## src/rtl/id_stage_sb_pkg.sv

```systemverilog
// Decode constants, ALU operation encodings and the ID/EX control record.
// Optional macro ID_EXC_EN adds the reserved-instruction flag to the record.
package id_pkg;

    localparam int ALU_OP_W = 8;

    localparam logic [5:0] OP_SPECIAL = 6'h00;
    localparam logic [5:0] OP_BEQ     = 6'h04;
    localparam logic [5:0] OP_BNE     = 6'h05;
    localparam logic [5:0] OP_ADDIU   = 6'h09;
    localparam logic [5:0] OP_ANDI    = 6'h0C;
    localparam logic [5:0] OP_ORI     = 6'h0D;
    localparam logic [5:0] OP_XORI    = 6'h0E;
    localparam logic [5:0] OP_LUI     = 6'h0F;
    localparam logic [5:0] OP_LW      = 6'h23;
    localparam logic [5:0] OP_SW      = 6'h2B;

    localparam logic [5:0] FN_ADDU = 6'h21;
    localparam logic [5:0] FN_SUBU = 6'h23;
    localparam logic [5:0] FN_AND  = 6'h24;
    localparam logic [5:0] FN_OR   = 6'h25;
    localparam logic [5:0] FN_XOR  = 6'h26;
    localparam logic [5:0] FN_NOR  = 6'h27;

    localparam logic [ALU_OP_W-1:0] ALU_NOP = 8'd0;
    localparam logic [ALU_OP_W-1:0] ALU_ADD = 8'd1;
    localparam logic [ALU_OP_W-1:0] ALU_SUB = 8'd2;
    localparam logic [ALU_OP_W-1:0] ALU_AND = 8'd3;
    localparam logic [ALU_OP_W-1:0] ALU_OR  = 8'd4;
    localparam logic [ALU_OP_W-1:0] ALU_XOR = 8'd5;
    localparam logic [ALU_OP_W-1:0] ALU_NOR = 8'd6;
    localparam logic [ALU_OP_W-1:0] ALU_LW  = 8'd7;
    localparam logic [ALU_OP_W-1:0] ALU_SW  = 8'd8;

    typedef enum logic [1:0] {
        IMM_NONE = 2'd0,
        IMM_ZEXT = 2'd1,
        IMM_SEXT = 2'd2,
        IMM_LUI  = 2'd3
    } imm_sel_e;

    typedef struct packed {
        logic [ALU_OP_W-1:0] aluop;
        logic                wr_en;
        logic [4:0]          wr_addr;
        logic                is_delayslot;
`ifdef ID_EXC_EN
        logic                exc_ri;
`endif
    } idex_t;

endpackage

```

## src/rtl/id_stage_sb_if.sv

```systemverilog
// Upstream (IF/ID) and downstream (ID/EX) handshake bundle of the decode stage.
// master = the decode stage, slave = its environment.
interface id_stage_sb_if #(
    parameter int DATA_W   = 32,
    parameter int ALU_OP_W = 8
);
    logic                in_valid;
    logic                in_ready;
    logic [DATA_W-1:0]   pc_i;
    logic [31:0]         inst_i;
    logic                out_valid;
    logic                out_ready;
    logic [ALU_OP_W-1:0] aluop_o;
    logic [DATA_W-1:0]   op1_o;
    logic [DATA_W-1:0]   op2_o;
    logic [DATA_W-1:0]   store_data_o;
    logic                wr_en_o;
    logic [4:0]          wr_addr_o;
    logic                is_delayslot_o;

    modport master (
        input  in_valid, pc_i, inst_i, out_ready,
        output in_ready, out_valid, aluop_o, op1_o, op2_o, store_data_o,
               wr_en_o, wr_addr_o, is_delayslot_o
    );

    modport slave (
        output in_valid, pc_i, inst_i, out_ready,
        input  in_ready, out_valid, aluop_o, op1_o, op2_o, store_data_o,
               wr_en_o, wr_addr_o, is_delayslot_o
    );
endinterface

```

## src/rtl/id_stage_sb_load_sb.sv

```systemverilog
// Load scoreboard: a LOAD_LAT-deep chain of in-flight load destinations and
// the load-use hazard compare against the current read ports.
module id_load_sb #(
    parameter int LOAD_LAT = 1
) (
    input  logic       clk,
    input  logic       rst,
    input  logic       advance_i,
    input  logic       push_i,
    input  logic [4:0] push_addr_i,
    input  logic       in_valid_i,
    input  logic       re1_i,
    input  logic [4:0] ra1_i,
    input  logic       re2_i,
    input  logic [4:0] ra2_i,
    output logic       hazard_o
);
    logic [LOAD_LAT-1:0] vld_q, vld_d;
    logic [4:0]          addr_q [LOAD_LAT];
    logic [4:0]          addr_d [LOAD_LAT];
    logic                hit_s;

    // Shift the chain only while the ID/EX register is moving.
    always_comb begin
        vld_d  = vld_q;
        addr_d = addr_q;
        if (advance_i) begin
            vld_d[0]  = push_i;
            addr_d[0] = push_addr_i;
            for (int i = 1; i < LOAD_LAT; i++) begin
                vld_d[i]  = vld_q[i-1];
                addr_d[i] = addr_q[i-1];
            end
        end else begin
            vld_d = vld_q;
        end
    end

    // Any enabled read port naming a pending load destination is a hazard.
    always_comb begin
        hit_s = 1'b0;
        for (int i = 0; i < LOAD_LAT; i++) begin
            if (vld_q[i] && (addr_q[i] != 5'd0) &&
                ((re1_i && (ra1_i == addr_q[i])) || (re2_i && (ra2_i == addr_q[i])))) begin
                hit_s = 1'b1;
            end else begin
                hit_s = hit_s;
            end
        end
    end

    assign hazard_o = in_valid_i & hit_s;

    // Chain register.
    always_ff @(posedge clk) begin
        if (rst) begin
            vld_q <= {LOAD_LAT{1'b0}};
            for (int i = 0; i < LOAD_LAT; i++) addr_q[i] <= 5'd0;
        end else begin
            vld_q  <= vld_d;
            addr_q <= addr_d;
        end
    end
endmodule

```

## src/rtl/id_stage_sb.sv

```systemverilog
// Registered MIPS decode stage with operand bypass, load-use stall and
// in-ID branch resolution. Optional macro ID_EXC_EN adds exc_ri_o.
module id_stage_sb
    import id_pkg::*;
#(
    parameter int DATA_W   = 32,
    parameter int NUM_FWD  = 2,
    parameter int LOAD_LAT = 1
) (
    input  logic                   clk,
    input  logic                   rst,
    input  logic                   flush_i,
    id_stage_sb_if.master          bus,
    output logic                   rf_re1_o,
    output logic                   rf_re2_o,
    output logic [4:0]             rf_ra1_o,
    output logic [4:0]             rf_ra2_o,
    input  logic [DATA_W-1:0]      rf_rd1_i,
    input  logic [DATA_W-1:0]      rf_rd2_i,
    input  logic [NUM_FWD-1:0]     fwd_en_i,
    input  logic [5*NUM_FWD-1:0]   fwd_addr_i,
    input  logic [DATA_W*NUM_FWD-1:0] fwd_data_i,
`ifdef ID_EXC_EN
    output logic                   exc_ri_o,
`endif
    output logic                   branch_flag_o,
    output logic [DATA_W-1:0]      branch_addr_o
);
    logic [5:0]  opcode_s, funct_s;
    logic [4:0]  rs_s, rt_s, rd_s, sa_s;
    logic [15:0] imm_s;
    logic        re1_s, re2_s, is_br_s, is_lw_s, is_sw_s, known_s;
    imm_sel_e    imm_sel_s;
    idex_t       dec_s, idex_q, idex_d;
    logic [DATA_W-1:0] imm_val_s, val1_s, val2_s, sext_s;
    logic [DATA_W-1:0] op1_q, op1_d, op2_q, op2_d, store_q, store_d;
    logic        out_valid_q, out_valid_d, ds_q, ds_d;
    logic        hazard_s, down_free_s, fire_s, accept_s, taken_s;

    assign opcode_s = bus.inst_i[31:26];
    assign rs_s     = bus.inst_i[25:21];
    assign rt_s     = bus.inst_i[20:16];
    assign rd_s     = bus.inst_i[15:11];
    assign sa_s     = bus.inst_i[10:6];
    assign funct_s  = bus.inst_i[5:0];
    assign imm_s    = bus.inst_i[15:0];

    // Lowest-index matching bypass wins; $0 always reads as zero.
    function automatic logic [DATA_W-1:0] fwd_sel(input logic [4:0] ra,
                                                  input logic [DATA_W-1:0] rf);
        logic [DATA_W-1:0] v;
        v = rf;
        for (int i = NUM_FWD - 1; i >= 0; i--) begin
            if (fwd_en_i[i] && (fwd_addr_i[5*i +: 5] == ra)) v = fwd_data_i[DATA_W*i +: DATA_W];
            else v = v;
        end
        return (ra == 5'd0) ? {DATA_W{1'b0}} : v;
    endfunction

    // Instruction decode into control fields, read enables and immediate kind.
    always_comb begin
        dec_s     = '0;
        dec_s.aluop = ALU_NOP;
        re1_s     = 1'b0;
        re2_s     = 1'b0;
        is_br_s   = 1'b0;
        is_lw_s   = 1'b0;
        is_sw_s   = 1'b0;
        known_s   = 1'b1;
        imm_sel_s = IMM_NONE;
        case (opcode_s)
            OP_SPECIAL: begin
                case (funct_s)
                    FN_ADDU: dec_s.aluop = ALU_ADD;
                    FN_SUBU: dec_s.aluop = ALU_SUB;
                    FN_AND:  dec_s.aluop = ALU_AND;
                    FN_OR:   dec_s.aluop = ALU_OR;
                    FN_XOR:  dec_s.aluop = ALU_XOR;
                    FN_NOR:  dec_s.aluop = ALU_NOR;
                    default: dec_s.aluop = ALU_NOP;
                endcase
                if ((sa_s == 5'd0) && (dec_s.aluop != ALU_NOP)) begin
                    re1_s = 1'b1; re2_s = 1'b1;
                    dec_s.wr_en = 1'b1; dec_s.wr_addr = rd_s;
                end else begin
                    dec_s.aluop = ALU_NOP;
                    known_s = 1'b0;
                end
            end
            OP_ORI:   begin dec_s.aluop = ALU_OR;  re1_s = 1'b1; imm_sel_s = IMM_ZEXT; dec_s.wr_en = 1'b1; dec_s.wr_addr = rt_s; end
            OP_ANDI:  begin dec_s.aluop = ALU_AND; re1_s = 1'b1; imm_sel_s = IMM_ZEXT; dec_s.wr_en = 1'b1; dec_s.wr_addr = rt_s; end
            OP_XORI:  begin dec_s.aluop = ALU_XOR; re1_s = 1'b1; imm_sel_s = IMM_ZEXT; dec_s.wr_en = 1'b1; dec_s.wr_addr = rt_s; end
            OP_ADDIU: begin dec_s.aluop = ALU_ADD; re1_s = 1'b1; imm_sel_s = IMM_SEXT; dec_s.wr_en = 1'b1; dec_s.wr_addr = rt_s; end
            OP_LUI:   begin dec_s.aluop = ALU_OR;  imm_sel_s = IMM_LUI; dec_s.wr_en = 1'b1; dec_s.wr_addr = rt_s; end
            OP_BEQ, OP_BNE: begin re1_s = 1'b1; re2_s = 1'b1; is_br_s = 1'b1; end
            OP_LW:    begin dec_s.aluop = ALU_LW; re1_s = 1'b1; imm_sel_s = IMM_SEXT; is_lw_s = 1'b1; dec_s.wr_en = 1'b1; dec_s.wr_addr = rt_s; end
            OP_SW:    begin dec_s.aluop = ALU_SW; re1_s = 1'b1; re2_s = 1'b1; imm_sel_s = IMM_SEXT; is_sw_s = 1'b1; end
            default:  known_s = 1'b0;
        endcase
        dec_s.is_delayslot = ds_q;
`ifdef ID_EXC_EN
        dec_s.exc_ri = ~known_s;
`endif
    end

`ifndef ID_EXC_EN
    logic unused_known_s;
    assign unused_known_s = known_s;
`endif

    assign sext_s = {{(DATA_W-16){imm_s[15]}}, imm_s};

    // Immediate formatting and operand/bypass selection.
    always_comb begin
        case (imm_sel_s)
            IMM_ZEXT: imm_val_s = {{(DATA_W-16){1'b0}}, imm_s};
            IMM_SEXT: imm_val_s = sext_s;
            IMM_LUI:  imm_val_s = DATA_W'({imm_s, 16'h0000});
            default:  imm_val_s = {DATA_W{1'b0}};
        endcase
        val1_s = re1_s ? fwd_sel(rs_s, rf_rd1_i) : {DATA_W{1'b0}};
        val2_s = re2_s ? fwd_sel(rt_s, rf_rd2_i) : {DATA_W{1'b0}};
    end

    assign rf_re1_o = re1_s;
    assign rf_re2_o = re2_s;
    assign rf_ra1_o = rs_s;
    assign rf_ra2_o = rt_s;

    id_load_sb #(.LOAD_LAT(LOAD_LAT)) u_load_sb (
        .clk         (clk),
        .rst         (rst),
        .advance_i   (down_free_s),
        .push_i      (accept_s & is_lw_s & (rt_s != 5'd0)),
        .push_addr_i (rt_s),
        .in_valid_i  (bus.in_valid),
        .re1_i       (re1_s),
        .ra1_i       (rs_s),
        .re2_i       (re2_s),
        .ra2_i       (rt_s),
        .hazard_o    (hazard_s)
    );

    assign down_free_s  = ~out_valid_q | bus.out_ready;
    assign bus.in_ready = ~hazard_s & down_free_s;
    assign fire_s       = bus.in_valid & bus.in_ready;
    // A fire coinciding with flush is consumed upstream but dropped here.
    assign accept_s     = fire_s & ~flush_i;

    assign taken_s       = accept_s & is_br_s &
                           ((opcode_s == OP_BEQ) ? (val1_s == val2_s) : (val1_s != val2_s));
    assign branch_flag_o = taken_s;
    assign branch_addr_o = taken_s ? (bus.pc_i + DATA_W'(32'd4) + {sext_s[DATA_W-3:0], 2'b00})
                                   : {DATA_W{1'b0}};

    // ID/EX register next state: flush, load, bubble or hold.
    always_comb begin
        out_valid_d = out_valid_q;
        idex_d      = idex_q;
        op1_d       = op1_q;
        op2_d       = op2_q;
        store_d     = store_q;
        ds_d        = ds_q;
        if (flush_i) begin
            out_valid_d  = 1'b0;
            idex_d.wr_en = 1'b0;
            ds_d         = 1'b0;
        end else if (fire_s) begin
            out_valid_d = 1'b1;
            idex_d      = dec_s;
            op1_d       = val1_s;
            op2_d       = (imm_sel_s != IMM_NONE) ? imm_val_s : val2_s;
            store_d     = is_sw_s ? val2_s : {DATA_W{1'b0}};
            ds_d        = is_br_s;
        end else if (down_free_s) begin
            out_valid_d  = 1'b0;
            idex_d.wr_en = 1'b0;
        end else begin
            out_valid_d = out_valid_q;
        end
    end

    // ID/EX register.
    always_ff @(posedge clk) begin
        if (rst) begin
            out_valid_q <= 1'b0;
            idex_q      <= '0;
            op1_q       <= {DATA_W{1'b0}};
            op2_q       <= {DATA_W{1'b0}};
            store_q     <= {DATA_W{1'b0}};
            ds_q        <= 1'b0;
        end else begin
            out_valid_q <= out_valid_d;
            idex_q      <= idex_d;
            op1_q       <= op1_d;
            op2_q       <= op2_d;
            store_q     <= store_d;
            ds_q        <= ds_d;
        end
    end

    assign bus.out_valid      = out_valid_q;
    assign bus.aluop_o        = idex_q.aluop;
    assign bus.op1_o          = op1_q;
    assign bus.op2_o          = op2_q;
    assign bus.store_data_o   = store_q;
    assign bus.wr_en_o        = idex_q.wr_en;
    assign bus.wr_addr_o      = idex_q.wr_addr;
    assign bus.is_delayslot_o = idex_q.is_delayslot;
`ifdef ID_EXC_EN
    assign exc_ri_o           = idex_q.exc_ri;
`endif
endmodule
```

## src/flat_wrapper.sv

```systemverilog
// flat-port wrapper written by rule: the top's interface ports become plain ports
module id_stage_sb_flat import id_pkg::*;
#(
    parameter int DATA_W   = 32,
    parameter int NUM_FWD  = 2,
    parameter int LOAD_LAT = 1
)
  (clk, rst, flush_i, rf_re1_o, rf_re2_o, rf_ra1_o, rf_ra2_o, rf_rd1_i, rf_rd2_i, fwd_en_i, fwd_addr_i, fwd_data_i, branch_flag_o, branch_addr_o, bus_in_valid, bus_pc_i, bus_inst_i, bus_out_ready, bus_in_ready, bus_out_valid, bus_aluop_o, bus_op1_o, bus_op2_o, bus_store_data_o, bus_wr_en_o, bus_wr_addr_o, bus_is_delayslot_o);
  id_stage_sb_if #(.DATA_W(DATA_W)) bus_i ();
  input  logic clk;
  input  logic rst;
  input  logic flush_i;
  output logic rf_re1_o;
  output logic rf_re2_o;
  output logic [4:0] rf_ra1_o;
  output logic [4:0] rf_ra2_o;
  input  logic [DATA_W-1:0] rf_rd1_i;
  input  logic [DATA_W-1:0] rf_rd2_i;
  input  logic [NUM_FWD-1:0] fwd_en_i;
  input  logic [5*NUM_FWD-1:0] fwd_addr_i;
  input  logic [DATA_W*NUM_FWD-1:0] fwd_data_i;
  output logic branch_flag_o;
  output logic [DATA_W-1:0] branch_addr_o;
  input wire logic [$bits(bus_i.in_valid)-1:0] bus_in_valid;
  input wire logic [$bits(bus_i.pc_i)-1:0] bus_pc_i;
  input wire logic [$bits(bus_i.inst_i)-1:0] bus_inst_i;
  input wire logic [$bits(bus_i.out_ready)-1:0] bus_out_ready;
  output wire logic [$bits(bus_i.in_ready)-1:0] bus_in_ready;
  output wire logic [$bits(bus_i.out_valid)-1:0] bus_out_valid;
  output wire logic [$bits(bus_i.aluop_o)-1:0] bus_aluop_o;
  output wire logic [$bits(bus_i.op1_o)-1:0] bus_op1_o;
  output wire logic [$bits(bus_i.op2_o)-1:0] bus_op2_o;
  output wire logic [$bits(bus_i.store_data_o)-1:0] bus_store_data_o;
  output wire logic [$bits(bus_i.wr_en_o)-1:0] bus_wr_en_o;
  output wire logic [$bits(bus_i.wr_addr_o)-1:0] bus_wr_addr_o;
  output wire logic [$bits(bus_i.is_delayslot_o)-1:0] bus_is_delayslot_o;
  assign bus_i.in_valid = bus_in_valid;
  assign bus_i.pc_i = bus_pc_i;
  assign bus_i.inst_i = bus_inst_i;
  assign bus_i.out_ready = bus_out_ready;
  assign bus_in_ready = bus_i.in_ready;
  assign bus_out_valid = bus_i.out_valid;
  assign bus_aluop_o = bus_i.aluop_o;
  assign bus_op1_o = bus_i.op1_o;
  assign bus_op2_o = bus_i.op2_o;
  assign bus_store_data_o = bus_i.store_data_o;
  assign bus_wr_en_o = bus_i.wr_en_o;
  assign bus_wr_addr_o = bus_i.wr_addr_o;
  assign bus_is_delayslot_o = bus_i.is_delayslot_o;
  id_stage_sb #(.DATA_W(DATA_W), .NUM_FWD(NUM_FWD), .LOAD_LAT(LOAD_LAT)) u_core (.clk(clk), .rst(rst), .flush_i(flush_i), .bus(bus_i), .rf_re1_o(rf_re1_o), .rf_re2_o(rf_re2_o), .rf_ra1_o(rf_ra1_o), .rf_ra2_o(rf_ra2_o), .rf_rd1_i(rf_rd1_i), .rf_rd2_i(rf_rd2_i), .fwd_en_i(fwd_en_i), .fwd_addr_i(fwd_addr_i), .fwd_data_i(fwd_data_i), .branch_flag_o(branch_flag_o), .branch_addr_o(branch_addr_o));
endmodule
```

## config.mk

```make
export PLATFORM = sky130hd
export DESIGN_NAME = id_stage_sb_flat
export DESIGN_NICKNAME = d
export VERILOG_FILES = /design/src/rtl/id_stage_sb_pkg.sv /design/src/rtl/id_stage_sb_if.sv /design/src/rtl/id_stage_sb_load_sb.sv /design/src/rtl/id_stage_sb.sv /design/src/flat_wrapper.sv
export SDC_FILE = /design/constraint.sdc
export NUM_CORES = 1
export LEC_CHECK = 0
export BUFFER_PORTS_ARGS = -buffer_cell sky130_fd_sc_hd__buf_2
export CAP_MARGIN = 20
export CELL_PAD_IN_SITES_DETAIL_PLACEMENT = 1
export CELL_PAD_IN_SITES_GLOBAL_PLACEMENT = 1
export CORE_ASPECT_RATIO = 1.1
export CORE_UTILIZATION = 40
export CTS_BUF_LIST = sky130_fd_sc_hd__clkbuf_2 sky130_fd_sc_hd__clkbuf_4 sky130_fd_sc_hd__clkbuf_8
export DETAILED_ROUTE_END_ITERATION = 10
export GPL_TIMING_DRIVEN = 0
export PLACE_DENSITY_LB_ADDON = 0.12
export SLEW_MARGIN = 15
export SYNTH_ARGS = -nofsm -noshare
export SYNTH_HDL_FRONTEND = slang
export SYNTH_SLANG_ARGS = --single-unit
```

## constraint.sdc

```tcl
create_clock -name clk -period 4.61 [get_ports clk]
set_clock_uncertainty 0.2 [all_clocks]
set_input_delay 0.2305 -clock clk [delete_from_list [all_inputs] [get_ports clk]]
set_output_delay 0.2305 -clock clk [all_outputs]
set_load 0.05 [all_outputs]
```

### Word-level counts from Yosys, hierarchy flattened

Cells that the tools add are included.

* $add $sub $neg: 2
* $mul: 0
* divide/modulo/power cells: 0
* magnitude comparators: 0
* equal/unequal tests: 26
* shift operators: 0
* multiplexer cells: 30
* bitwise logic cells: 12
* reductions and logical operators: 28

Operators with widths (number)
* $mux 32: 11
* $pmux 32 s3: 1
* $pmux 8 s7: 1
* $eq 6x6->1 const B: 8
* $add 32x3->32 const B: 1
* $add 32x32->32: 1
* $eq 32x32->1: 1
* $ne 32x32->1: 1
* $eq 5x5->1: 6
* $eq 6x4->1 const B: 5
* $pmux 3 s6: 1
* $mux 8: 2
* $logic_not 5->1: 3
* $eq 6x3->1 const B: 2
* $pmux 6 s2: 1
* $reduce_bool 5->1: 2
* $logic_and 1x1->1: 9
* $mux 1: 9
* $reduce_or 3->1: 3
* $and 1x1->1: 8
* $reduce_bool 8->1: 1
* $reduce_or 8->1: 1
* $logic_not 6->1: 1
* $mux 6: 1
* other kinds (11): 18

* register bits: 119
* latch bits: 0
* RAM bits: 0
* memory bits (read-only): 0
* input port bits: 209
* output and inout port bits: 158
* logic and storage cells: 109
* memories: 0

### Logic depth before layout (Yosys ltp)

Gate-level depths: netlist of the first run.

* depth after elaboration: 19
* mapped depth: 16
* mapped depth without buffers: 16

### Cells and area by module

A second synthesis of the first run with hierarchy kept.

* cell total of the unflattened synthesis: 1379
* area total of the unflattened synthesis: 10075.9 sq um

Modules (own cells, without submodules)
* id_stage_sb: instances 1, cells each 1343, area each 9733.1 sq um, sequential area each 2182.1 sq um
* id_load_sb: instances 1, cells each 36, area each 342.8 sq um, sequential area each 120.1 sq um

### Worst setup path before layout of the first run

Ideal clock, no wire load.

* kind: input-to-output
* start: input port bus_inst_i[28]
* end: output port branch_addr_o[18]
* arrival time: 4.150 ns
* required time: 4.180 ns
* setup slack: 0.030 ns
* stages on the path: 11
* buffers on the path: 1
* cells stage by stage: buf_2 nor4_4 nand4_2 o22ai_2 and2_1 a21boi_0 or4_1 a32oi_1 and4_1 nand4_4 a211oi_1

* word-level cells in the longest chain between the ends: 15
* elaborated cells on any way between the ends: 33
* those cells by class: 10 x eq/ne; 8 x mux; 7 x bitwise; 8 x reduce/logical

Ends and longest elaborated chain
* start, declared: line flat_wrapper.sv:26 `input wire logic [$bits(bus_i.inst_i)-1:0] bus_inst_i;`
* $eq 6x3->1 (tied with other cells)
* $reduce_or 8->1 (no line)
* $pmux 1 s2 *: line id_stage_sb.sv:71 `case (opcode_s)`
* net rf_re1_o: line flat_wrapper.sv:13 `output logic rf_re1_o;`
* $logic_and 1x1->1: line id_stage_sb_load_sb.sv:44 `((re1_i && (ra1_i == addr_q[i])) || (re2_i && (ra2_i == addr_q[i])))) begin`
* $logic_or 1x1->1: line id_stage_sb_load_sb.sv:44
* $logic_and 1x1->1: line id_stage_sb_load_sb.sv:43 `if (vld_q[i] && (addr_q[i] != 5'd0) &&`
* $mux 1: line id_stage_sb_load_sb.sv:43
* $and 1x1->1: line id_stage_sb_load_sb.sv:52 `assign hazard_o = in_valid_i & hit_s;`
* $not 1->1: line id_stage_sb.sv:145 `assign bus.in_ready = ~hazard_s & down_free_s;`
* $and 1x1->1: line id_stage_sb.sv:145
* $and 1x1->1: line id_stage_sb.sv:146 `assign fire_s = bus.in_valid & bus.in_ready;`
* $and 1x1->1: line id_stage_sb.sv:148 `assign accept_s = fire_s & ~flush_i;`
* $and 1x1->1: line id_stage_sb.sv:150 `assign taken_s = accept_s & is_br_s &`
* $and 1x1->1 *: line id_stage_sb.sv:150
* $mux 32 *: line id_stage_sb.sv:153 `assign branch_addr_o = taken_s ? (bus.pc_i + DATA_W'(32'd4) + {sext_s[DATA_W-3:0], 2'b00})`
* end, declared: line flat_wrapper.sv:23 `output logic [DATA_W-1:0] branch_addr_o;`

The timed path passes the listed nets; every way through them passes the cells marked *.

### Worst setup path in the final report of the first run

* start: input port bus_inst_i[17]
* end: output port branch_addr_o[16]

* word-level cells in the longest chain between the ends: 13
* elaborated cells on any way between the ends: 25
* those cells by class: 5 x eq/ne; 7 x mux; 7 x bitwise; 6 x reduce/logical

Ends and longest elaborated chain (line)
* parallel branches: the longest is 11 deep, another holds $mux 32
* $and 1x1->1 *: id_stage_sb.sv:150
* $mux 32 *: id_stage_sb.sv:153

Mark *: on every way between the ends.

==> run summary, run 1 <==
Initial drt markers: 1200
Final Hold Fails: 0
GRT overflow: 0
Largest net degree at the start of global routing: 19
Post-Synthesis Cells: 1360
Peak supply drop: 0.000205 V
Register area: 2300 um^2
Worst-Skew Late Latency: 0.45 ns
Maximum clock path buffer count: 2
Critical-path maximum fanout: 10
Post-synthesis async set-or-reset flop share: 0%
Final Instance Area: 13600 um^2
Max-slew violation count: 0
Die width: 155 um
Detail Placement HPWL: 40300 um
P_leak: 5.46 nW
Routed len/inst: 24.1 um
Vias in the first global route: 13098
Fin crit share: 98.4%
DRC: 0
IO Port Bufs: 355
Post-synth EDFFs: 0
Sink Count: 115
Mapped cell area: 10400 um^2
Slew headroom: 24.6%
Setup CP Type: in2out
Predominant post-synthesis flop cell: dfxtp_1
Pwr per Cell Area: 247 nW/um^2
CTS tree: built
Initial antenna violation count: 2
Worst EP required: 4.18 ns
Syn Area/Cell: 7.62 um^2
Netlist cell types: 80
H-Tree Depth: 4
Number of core rows: 61
Seq/Total Area, Yosys: 22.2%
WP data arrival: 4.11 ns
Routed Antenna Nets: 0
#FFs+latches synth: 115
Die height: 171 um
CTS Root Cell: clkbuf_8
First-pass GRT wire length: 75900 um
RD Place Congestion: 0.964
Final Setup Violations: 0
First-pass DRT Iterations: 5
Worst hold path class: in2reg
Startpoint Class: input pin
Number of vias per cell: 6.32
Status: finished clean
Cell Area, Placed: 12700 um^2
Vias: 13417
Die ar.: 26500 um^2
Final WL: 51200 um
Starting Density: 40.9%
Crit end category: output port
Area of the multi-input gates: 7630 um^2
TNS Setup: 0 ns
IO Pins: 367
Core area: 25300 um^2
Clock-pin slew on the worst setup and hold paths: 0.08 ns
Ys Warns: 0
Share of layout cells above drive strength 1: 31.6%
Fmax: 220 MHz
Max-Cap Viols: 0
Fillcell total: 3308
Area grow syn2layout: 31.0%
All-Layer GR Usage: 37.5%
CTS Buf Count: 17
Nets: 2030
Worst-margin pin slew: 1.12 ns
Min Tclk post-route: 4.54 ns
-- worst paths after layout --
kind | to | cells after the start | from | slack, ns
min reg2reg | u_core.bus.store_data_o[4]$_SDFFE_PP0N_ | 2 | u_core.bus.store_data_o[4]$_SDFFE_PP0N_ | 0.25
max | branch_addr_o[16] | 15 | bus_inst_i[17] | 0.07
max reg2reg | u_core.bus.op1_o[5]$_SDFFE_PP0N_ | 9 | u_core.u_load_sb.addr_q[4]$_SDFFE_PP0N_ | 0.59
min | u_core.bus.op2_o[0]$_SDFFE_PP0N_ | 3 | bus_inst_i[0] | 0.03
-- per-stage QoR --
stage / utilization (%) / setup WS [ns] / power, W / instances / hold WS, ns
after floorplan: - / 0.0299 / 0.00183 / 1363 / 0.109
after global placement: 49.6 / -0.374 / 0.00223 / 2064 / 0.237
after detailed placement: 49.9 / -0.0562 / 0.00226 / 2067 / 0.243
after CTS: 52.1 / 0.0258 / 0.00329 / 2110 / 0.0115
after global routing: 53.6 / -0.0208 / 0.00347 / 2123 / 0.0446
final: 53.6 / 0.0739 / 0.00335 / 2124 / 0.0294
-- synthesized netlist by cell type, types with 36 or more instances --
library cell | n | area share (%)
xnor2_1 | 49 | 4.1
nor2_1 | 58 | 2.1
a221oi_1 | 36 | 3.0
ha_1 | 57 | 6.9
nand2_1 | 94 | 3.4
clkbuf_1 | 79 | 2.9
dfxtp_1 | 115 | 22
a21oi_1 | 98 | 4.7
o21ai_0 | 85 | 4.1
nand3_1 | 75 | 3.6
nor3_1 | 110 | 5.3
nand4_1 | 83 | 5.0
-- logic make-up after synthesis --
family	share of synthesized area [%]
other	0.0362
XOR/XNOR	5.54
multiplexers	0.0966
flip-flops	22.2
AND/OR/NAND/NOR	26.7
AO/OA/AOI/OAI	30.8
buffers and inverters	7.54
adder cells (fa/ha/maj)	7.08
-- routing by layer --
layer  up-vias  global-route usage [%]  wire (um)
li1       6035                       -          -
met1      6548                    46.9      20900
met5         -                       0          8
met2       669                    62.0      23800
met3       163                    6.05       3750
met4         2                    19.0       2700
-- placed cells by master (no fill, tap or decap), drive strengths merged, types with 31 or more instances in the layout --
master and count:
buf 436, a21oi 121, dfxtp 115, nor3 111, clkbuf 96, nand2 94
nand4 86, o21ai 85, nand3 75, nor2 60, ha 57, xnor2 52
a221oi 36, o31ai 32, a311oi 32, a31oi 31
-- final cells by class --
cell class                      count  area share (%)
Inverter                           15           0.415
Clock inverter                     15            1.35
Multi-Input combinational cell   1088            56.2
Tap cell                          346            3.19
Buffer                            144            5.34
Antenna cell                        2          0.0369
Clock buffer                       17            1.72
Timing Repair Buffer              382            14.7
Sequential cell                   115            17.0
-- sequential cells by signal (all words and copies together), names as in the netlist --
name,flops
u_core.bus.op1_o,32
u_core.bus.op2_o,32
u_core.bus.store_data_o,32
u_core.bus.wr_addr_o,5
u_core.u_load_sb.addr_q,5
u_core.bus.aluop_o,4
u_core.bus.is_delayslot_o,1
u_core.bus.out_valid,1
u_core.bus.wr_en_o,1
u_core.ds_q,1
u_core.u_load_sb.vld_q,1
-- critical path: stages --
cell,delay (ns)
buf_2,0.17
xnor2_1,0.21
nand4_2,0.26
or2_1,0.32
buf_6,0.15
buf_4,0.20
a311oi_2,0.77
and3_1,0.26
nand4_1,0.10
a22oi_1,0.22
nand4_1,0.17
o211ai_2,0.49
buf_6,0.25
a21oi_2,0.08
buf_2,0.21
-- repair_timing --
item	4_1_cts	5_1_grt
endpoints found under the hold margin	14	0
setup buffers	0	12
pin swaps	0	5
resized for setup	4	38
endpoints found under the setup margin	31	32
hold buffers	11	0
cloned	0	0
-- power breakdown --
part / internal [W] / leakage, nW / total, W / switching, W
Combinational: 0.000431 / 4.31 / 0.00128 / 0.000844
Sequential: 0.00102 / 0.935 / 0.00104 / 0.0000233
Clock: 0.000507 / 0.211 / 0.00103 / 0.000522
Power figures use the tool's default switching activity.
==> run 2, diff against run 1 <==
Settings changed: CORE_UTILIZATION 40 to 36, CTS_BUF_LIST sky130_fd_sc_hd__clkbuf_2 sky130_fd_sc_hd__clkbuf_4 sky130_fd_sc_hd__clkbuf_8 to unset, GPL_TIMING_DRIVEN 0 to 1.
Clock period 4.61 ns to 4.6 ns, I/O delays scaled along.
==> run summary, run 2 (same netlist as run 1, synthesis figures left out) <==
Final WL: 48100 um
Detail Placement HPWL: 36000 um
Area grow syn2layout: 30.1%
Cell count after placement: 2022
Non-filler instance count after layout: 2071
Initial drt markers: 1110
DRC: 0
Min Tclk post-route: 4.28 ns
Die width: 164 um
R2r startpoint: u_core.u_load_sb.addr_q[4]$_SDFFE_PP0N_
Routed len/inst: 23.2 um
Die ar.: 29500 um^2
CTS Root Cell: clkbuf_16
Number of vias per cell: 6.14
RSZ-0062 raised after global routing: no
Vias in the first global route: 12682
Worst-Skew Late Latency: 0.42 ns
Nets: 1959
Routed Antenna Nets: 0
IO Port Bufs: 362
Clock-pin slew on the worst setup and hold paths: 0.06 ns
RD Place Congestion: 0.914
Max-Cap Viols: 0
Largest net degree at the start of global routing: 91
H-Tree Depth: 4
Crit path from: bus_inst_i[24]
P_leak: 5.50 nW
Startpoint Class: input pin
Max-slew violation count: 0
Slew headroom: 45.3%
Initial antenna violation count: 5
Die height: 180 um
Commonest non-fill, non-tap cell in the layout: buf_2
Final Setup Violations: 0
Commonest non-fill, non-tap cells in the layout: buf_2, dfxtp_1, nor3_1
IO Pins: 367
CTS Buf Count: 17
Worst min-delay path startpoint: bus_out_ready
Final Hold Fails: 0
First-pass DRT Iterations: 5
Worst EP required: 4.17 ns
CTS tree: built
Pwr per Cell Area: 267 nW/um^2
Crit end category: output port
Core area: 28000 um^2
Fillcell total: 3598
Starting Density: 37.0%
Fin crit share: 93.1%
Share of layout cells above drive strength 1: 32.8%
TNS Setup: 0 ns
GRT overflow: 0
Worst-margin pin slew: 0.818 ns
Number of core rows: 64
Sink Count: 115
All-Layer GR Usage: 31.9%
Setup CP Type: in2out
Worst hold path class: in2reg
Peak supply drop: 0.000177 V
Fmax: 233 MHz
Status: finished clean
Critical-path maximum fanout: 12
WP data arrival: 3.85 ns
Vias: 12708
Final core occ: 48.1%
First-pass GRT wire length: 73500 um
Maximum clock path buffer count: 2
## run 2: cell count changes in the layout (fill, tap and decap cells not counted), sizes merged, moves of 4 or more
cell         previous run  this run
clkbuf                 96        17
buf                   436       449
clkinv                  1         6
dlygate4sd3            11         6
inv                    26        22
## run 2: power by group
group | switching, W | leakage [nW] | internal (W)
Combinational | 0.000802 | 4.28 | 0.000440
Sequential | 0.0000213 | 0.935 | 0.00103
Clock | 0.000555 | 0.283 | 0.000757
Total | 0.00138 | 5.50 | 0.00222
## run 2: stage by stage
stage | setup WS, ns | hold WS, ns | instance area (um^2) | power (W)
detailed placement | 0.161 | 0.245 | 12700 | 0.00228
floorplan | 0.0209 | 0.108 | 10400 | 0.00184
global placement | 0.183 | 0.237 | 12700 | 0.00226
finish | 0.315 | 0.0216 | 13500 | 0.00360
CTS | 0.149 | 0.000474 | 13400 | 0.00360
global route | 0.114 | 0.0343 | 13500 | 0.00375
## run 2: per-layer routing
| layer | up-vias | wire, um | GRT usage, % |
|---|---|---|---|
| li1 | 5875 | - | - |
| met1 | 6218 | 20000 | 39.7 |
| met2 | 509 | 23800 | 54.9 |
| met3 | 102 | 2810 | 5.12 |
| met4 | 4 | 1500 | 11.3 |
| met5 | - | 22 | 0 |
## run 2: cell type report
cell class              instances  area [um^2]  area share [%]
well taps                     363          454            3.37
multi-input cells            1088         7370            54.7
repair buffers                455         2720            20.1
clock inverters                15          145            1.08
diodes                          3         7.51          0.0557
inverters                      15         56.3           0.418
clock buffers                  17          425            3.16
flip-flops and latches        115         2300            17.1
## run 2: critical path: stages
cell and delay, ns:
buf_2 0.14, xnor2_1 0.16, nand4_1 0.14, or2_1 0.39, buf_4 0.24, a31oi_1 0.40
nor4bb_1 0.34, a22oi_1 0.12, a22oi_1 0.34, and4_1 0.34, nand4_4 0.26, buf_4 0.30
a21oi_2 0.15, buf_2 0.28
## run 2: repair_timing
action,CTS,global route
hold buffers,6,0
setup buffers,0,8
resized for setup,0,5
endpoints found under the setup margin,0,21
endpoints found under the hold margin,7,0
## run 2: path summary, 6_finish.rpt
check,end,slack [ns],cells past startpoint
max,branch_addr_o[26],0.32,14
min,u_core.u_load_sb.addr_q[3]$_SDFFE_PP0N_,0.02,4
max reg2reg,u_core.bus.aluop_o[2]$_SDFFE_PP0N_,1.26,9
min reg2reg,u_core.bus.store_data_o[15]$_SDFFE_PP0N_,0.25,2
